<file path="config.mk">
export PLATFORM = sky130hd
export DESIGN_NAME = shift_unit_seq
export DESIGN_NICKNAME = d
export VERILOG_FILES = /design/src/rtl/shift_unit_seq.sv
export SDC_FILE = /design/constraint.sdc
export NUM_CORES = 1
export LEC_CHECK = 0
export BUFFER_PORTS_ARGS = -buffer_cell sky130_fd_sc_hd__buf_2
export CORE_UTILIZATION = 47
export DETAILED_ROUTE_END_ITERATION = 8
export PLACE_DENSITY = 0.77
export SYNTH_ARGS = -nofsm -noshare
export SYNTH_HDL_FRONTEND = slang
export SYNTH_SLANG_ARGS = --single-unit
</file>
<file path="constraint.sdc">
create_clock -name clk -period 3.7 [get_ports clk]
set_input_delay 0.555 -clock clk [delete_from_list [all_inputs] [get_ports clk]]
set_output_delay 0.555 -clock clk [all_outputs]
set_load 0.05 [all_outputs]
</file>
<file path="src/rtl/shift_unit_seq.sv">
// Multi-cycle shifter (SLL/SRL/SRA, optional ROL) moving at most STEP bits per cycle, valid/ready on both sides.
// Define SHIFT_ROTATE_EN to build the rotate-left datapath for Op 2'b11; otherwise Op 2'b11 behaves as SLL.
module shift_unit_seq #(
  parameter  int WIDTH = 32,
  parameter  int STEP  = 4,
  localparam int SHW   = $clog2(WIDTH)
) (
  input  logic             clk,
  input  logic             rst_n,
  input  logic             in_valid,
  output logic             in_ready,
  input  logic [WIDTH-1:0] A,
  input  logic [SHW-1:0]   B,
  input  logic [1:0]       Op,
  output logic             out_valid,
  input  logic             out_ready,
  output logic [WIDTH-1:0] Result,
  output logic             Carryout,
  output logic             Overflow
);

  typedef enum logic [1:0] {
    ST_IDLE = 2'b00,
    ST_BUSY = 2'b01,
    ST_DONE = 2'b10
  } state_e;

  localparam logic [1:0] OP_SRL = 2'b01;
  localparam logic [1:0] OP_SRA = 2'b10;
`ifdef SHIFT_ROTATE_EN
  localparam logic [1:0] OP_ROL = 2'b11;
`endif

  // Counts are one bit wider than SHW so that STEP == WIDTH is representable.
  localparam logic [SHW:0]       WIDTH_C = (SHW+1)'(WIDTH);
  localparam logic [SHW:0]       STEP_C  = (SHW+1)'(STEP);
  localparam logic [SHW:0]       ONE_C   = (SHW+1)'(1);
  localparam logic [WIDTH-1:0]   ONES_C  = {WIDTH{1'b1}};

  state_e             state_r, state_s;
  logic [WIDTH-1:0]   work_r;
  logic [1:0]         op_r;
  logic [SHW-1:0]     rem_r;
  logic               sign_r;
  logic               carry_r;
  logic               ovf_r;

  logic [SHW:0]       rem_ext_s;
  logic [SHW:0]       k_s;
  logic [SHW-1:0]     hi_idx_s;
  logic [SHW-1:0]     lo_idx_s;
  logic [SHW-1:0]     rem_next_s;
  logic [WIDTH-1:0]   out_mask_s;
  logic [WIDTH-1:0]   step_res_s;
  logic               step_carry_s;
  logic               step_ovf_s;
  logic               last_step_s;

  // One shift step of k = min(remaining, STEP) bits, with its carry and overflow contribution.
  always_comb begin
    rem_ext_s    = {1'b0, rem_r};
    k_s          = (rem_ext_s > STEP_C) ? STEP_C : rem_ext_s;
    last_step_s  = (rem_ext_s <= STEP_C);
    rem_next_s   = SHW'(rem_ext_s - k_s);
    hi_idx_s     = SHW'(WIDTH_C - k_s);
    lo_idx_s     = SHW'(k_s - ONE_C);
    out_mask_s   = ~(ONES_C >> k_s);
    step_res_s   = work_r << k_s;
    step_carry_s = work_r[hi_idx_s];
    step_ovf_s   = 1'b0;
    case (op_r)
      OP_SRL: begin
        step_res_s   = work_r >> k_s;
        step_carry_s = work_r[lo_idx_s];
      end
      OP_SRA: begin
        step_res_s   = $unsigned($signed(work_r) >>> k_s);
        step_carry_s = work_r[lo_idx_s];
      end
`ifdef SHIFT_ROTATE_EN
      OP_ROL: begin
        step_res_s   = (work_r << k_s) | (work_r >> (WIDTH_C - k_s));
        step_carry_s = work_r[hi_idx_s];
      end
`endif
      default: begin
        // SLL: any departed bit or the new MSB disagreeing with the original sign is overflow.
        step_ovf_s = (sign_r ? (|(~work_r & out_mask_s)) : (|(work_r & out_mask_s)))
                   | (step_res_s[WIDTH-1] ^ sign_r);
      end
    endcase
  end

  // Next-state decode for the IDLE/BUSY/DONE handshake sequence.
  always_comb begin
    state_s = state_r;
    case (state_r)
      ST_IDLE: begin
        if (in_valid) begin
          state_s = (B == {SHW{1'b0}}) ? ST_DONE : ST_BUSY;
        end else begin
          state_s = ST_IDLE;
        end
      end
      ST_BUSY: begin
        if (last_step_s) begin
          state_s = ST_DONE;
        end else begin
          state_s = ST_BUSY;
        end
      end
      ST_DONE: begin
        if (out_ready) begin
          state_s = ST_IDLE;
        end else begin
          state_s = ST_DONE;
        end
      end
      default: state_s = ST_IDLE;
    endcase
  end

  // State register.
  always_ff @(posedge clk or negedge rst_n) begin
    if (!rst_n) begin
      state_r <= ST_IDLE;
    end else begin
      state_r <= state_s;
    end
  end

  // Working datapath: latch on accept, step while busy, hold otherwise.
  always_ff @(posedge clk or negedge rst_n) begin
    if (!rst_n) begin
      work_r  <= {WIDTH{1'b0}};
      op_r    <= 2'b00;
      rem_r   <= {SHW{1'b0}};
      sign_r  <= 1'b0;
      carry_r <= 1'b0;
      ovf_r   <= 1'b0;
    end else if (state_r == ST_IDLE && in_valid) begin
      work_r  <= A;
      op_r    <= Op;
      rem_r   <= B;
      sign_r  <= A[WIDTH-1];
      carry_r <= 1'b0;
      ovf_r   <= 1'b0;
    end else if (state_r == ST_BUSY) begin
      work_r  <= step_res_s;
      rem_r   <= rem_next_s;
      carry_r <= step_carry_s;
      ovf_r   <= ovf_r | step_ovf_s;
    end
  end

  assign in_ready  = (state_r == ST_IDLE);
  assign out_valid = (state_r == ST_DONE);
  assign Result    = work_r;
  assign Carryout  = carry_r;
  assign Overflow  = ovf_r;

endmodule

</file>
==> results.json <==
{
  "via_count": 5464,
  "crit_family": "compound AO/OA/AOI/OAI gates",
  "tightest_slew_ns": 1.03,
  "synth_compound_area_frac": 0.264,
  "status": "complete, no violations",
  "cts_buffers": 5,
  "crit_buf_inv": 1,
  "synth.area.top_cells": "dfrtp_1 23%, mux4_2 12%, nand2_1 9.1%",
  "yosys_warnings": 0,
  "finalCritPeriodShare": 0.808,
  "first_iter_violations": 640,
  "vias_per_cell": 6.83,
  "synth_top_family_by_area": "compound AO/OA/AOI/OAI gates",
  "syn_nets": 683,
  "crit_fanout": 23,
  "hold_viol": 0,
  "cpPeakStageDelay_ns": 0.53,
  "start_util": 0.493,
  "die_area_sq_um": 10800,
  "slowest_stage": "ha_1",
  "drive_gt1_frac": 0.217,
  "hold_path.class": "input pin to async pin",
  "grt_pass1_wl_mm": 27.7,
  "r2r_end": "Carryout",
  "ant_nets": 0,
  "post_cts_buffers": 0,
  "io_pins": 79,
  "wirelength_mm": 17.4,
  "cts_resized": 0,
  "cts_hold_buf": 0,
  "yosys.area_share.simple": 0.208,
  "path_depth": 8,
  "critPathRequiredTime_ns": 3.89,
  "synth_adder_area_share": 0.0179,
  "setup_viol": 0,
  "ff2ff_setup_slack_ns": 0.71,
  "crit_type": "flop to flop",
  "clkSinkCount": 44,
  "maxCapViolCount": 0,
  "grt_max_degree": 45,
  "drv_slew": 0,
  "async_flop_share": 1.00,
  "synth_cell_types": 55,
  "antenna_found_initial": 0,
  "yosys-top-cells-count": "119 x nand2_1, 56 x clkbuf_1, 49 x o21ai_0",
  "port_buffers": 78,
  "gr-total-overflow": 0,
  "synthesis.area_sq_um": 4880,
  "cts_tree": "yes",
  "syn_area_per_cell_sq_um": 7.71,
  "cp-start-kind": "flop",
  "synth-edff-count": 0,
  "synth_cells": 633,
  "final.setup.tns_ns": 0,
  "synthMuxAreaShare": 0.215,
  "gp_congestion": 0.982,
  "netlist.area_leader.share": 0.225,
  "synth_most_common_cell": "nand2_1",
  "clock_skew_ns": 0.00456,
  "synth-seq-cells": 44,
  "hold_ws_ns": 0.422,
  "synthFlopType": "dfrtp_1",
  "crit_path_end": "Carryout",
  "r2r_start": "rem_r[4]",
  "dpl.hpwl_mm": 11.9,
  "cp-end-kind": "flop",
  "grt_pass1_vias": 4960,
  "nets": 716,
  "synth_top_area_cell": "dfrtp_1",
  "grtUsageTotal": 0.322,
  "cp_data_arrival_time_ns": 3.18,
  "coreArea_sq_um": 9910,
  "clockBufferDepth": 2,
  "path_cells": "nor4b_2 > buf_4 > ha_1 > mux4_2 > nor3b_1 > a41o_1 > o31ai_1 > o22ai_1",
  "synth-seq-area-share": 0.225,
  "crit_start": "rem_r[4]",
  "drc_errors": 0,
  "row_count": 36,
  "rsz0062_at_grt": "no",
  "die_w_um": 104,
  "synth-xor-area-share": 0,
  "wl_per_cell_um": 21.8,
  "die_y_um": 104,
  "rr_worst_depth": 8,
  "fin_crit_ns": 2.99,
  "cts_root_buf": "clkbuf_8",
  "clock_latency_ns": 0.31,
  "drt_pass1_iterations": 5,
  "clkTransAtPathRegs_ns": 0.09,
  "syn_to_final_growth_pct": 11.1,
  "htreeDepth": 2,
  "max_freq_ghz": 0.334,
  "n_antenna_cell": 0,
  "relSlewSlack": 0.310
}
through the flow:
stage / utilization / worst slack [ns] / instances / instance area (sq um)
after global placement: 0.536 / 0.834 / 792 / 5320
after floorplan: - / 0.481 / 633 / 4880
after global routing: 0.548 / 0.532 / 800 / 5430
after CTS: 0.548 / 0.761 / 800 / 5430
after detailed placement: 0.536 / 0.786 / 792 / 5320
final: 0.548 / 0.710 / 800 / 5430
how the worst min path moves through the flow:
stage,startpoint,end,slack [ns],depth (start not counted)
final,rst_n,Result[1],0.42,1
after global routing,A[31],sign_r,0.46,3
after CTS,A[5],Result[5],0.44,3
after detailed placement,Overflow,Overflow,0.47,2
after global placement,Overflow,Overflow,0.46,2
after floorplan,rst_n,Carryout,0.26,0
per-layer routing:
metal	routed length (um)	track usage	vias up
met1	7200	0.453	2597
met3	2090	0.0758	50
met5	0	0	-
li1	-	-	2407
met2	7570	0.478	410
met4	571	0.121	0
worst register-to-register path: cells and delay by family, from the launching register on:
kind / cells / cell delay (ns)
and+or+nand+nor: 2 / 0.54
adders and majority gates: 1 / 0.53
AOI/OAI and AO/OA: 3 / 0.57
DFF: 1 / 0.50
buffers and inverters: 1 / 0.34
muxes: 1 / 0.39
sequential cells by signal (all words and copies together), names as in the netlist:
signal and flops:
Carryout 1, Overflow 1, Result 32, op_r 2
rem_r 5, sign_r 1, state_r 2
cell families after synthesis:
group / after synthesis
other: 1
adder cells (fa/ha/maj): 7
buffers and inverters: 85
AO/OA/AOI/OAI: 199
multiplexers: 72
flip-flops: 44
AND/OR/NAND/NOR: 225
placed cells by master (no fill, tap or decap), types with 3 or more instances in the layout:
cell	instances
a21oi_1	48
mux2i_1	43
a22oi_1	6
dfrtp_1	44
a31oi_1	16
a21boi_0	4
a211oi_1	13
a2111oi_0	5
nor3_1	15
mux4_2	26
o211ai_1	10
nand2_1	119
clkbuf_8	5
o22ai_1	10
inv_1	11
ha_1	7
o22a_1	3
a221oi_1	3
o21ai_0	49
o221ai_1	6
a21o_1	4
mux2_2	3
nand2b_1	4
and3_1	9
a221o_1	3
buf_4	20
nor2b_1	6
a2111o_1	3
nand3_1	12
buf_2	78
and2_1	9
nor2_1	38
layout make-up:
cell class	count	area, sq um
fillers	960	4480
multi-input cells	504	3460
flip-flops and latches	44	1100
repair buffers	98	541
well taps	133	166
clock buffers	5	68.8
inverters	13	48.8
clock inverters	3	42.5
Power is left out: the tool's default activity adds up to more than one toggle a clock period on the data nets, which glitch-free logic cannot reach.
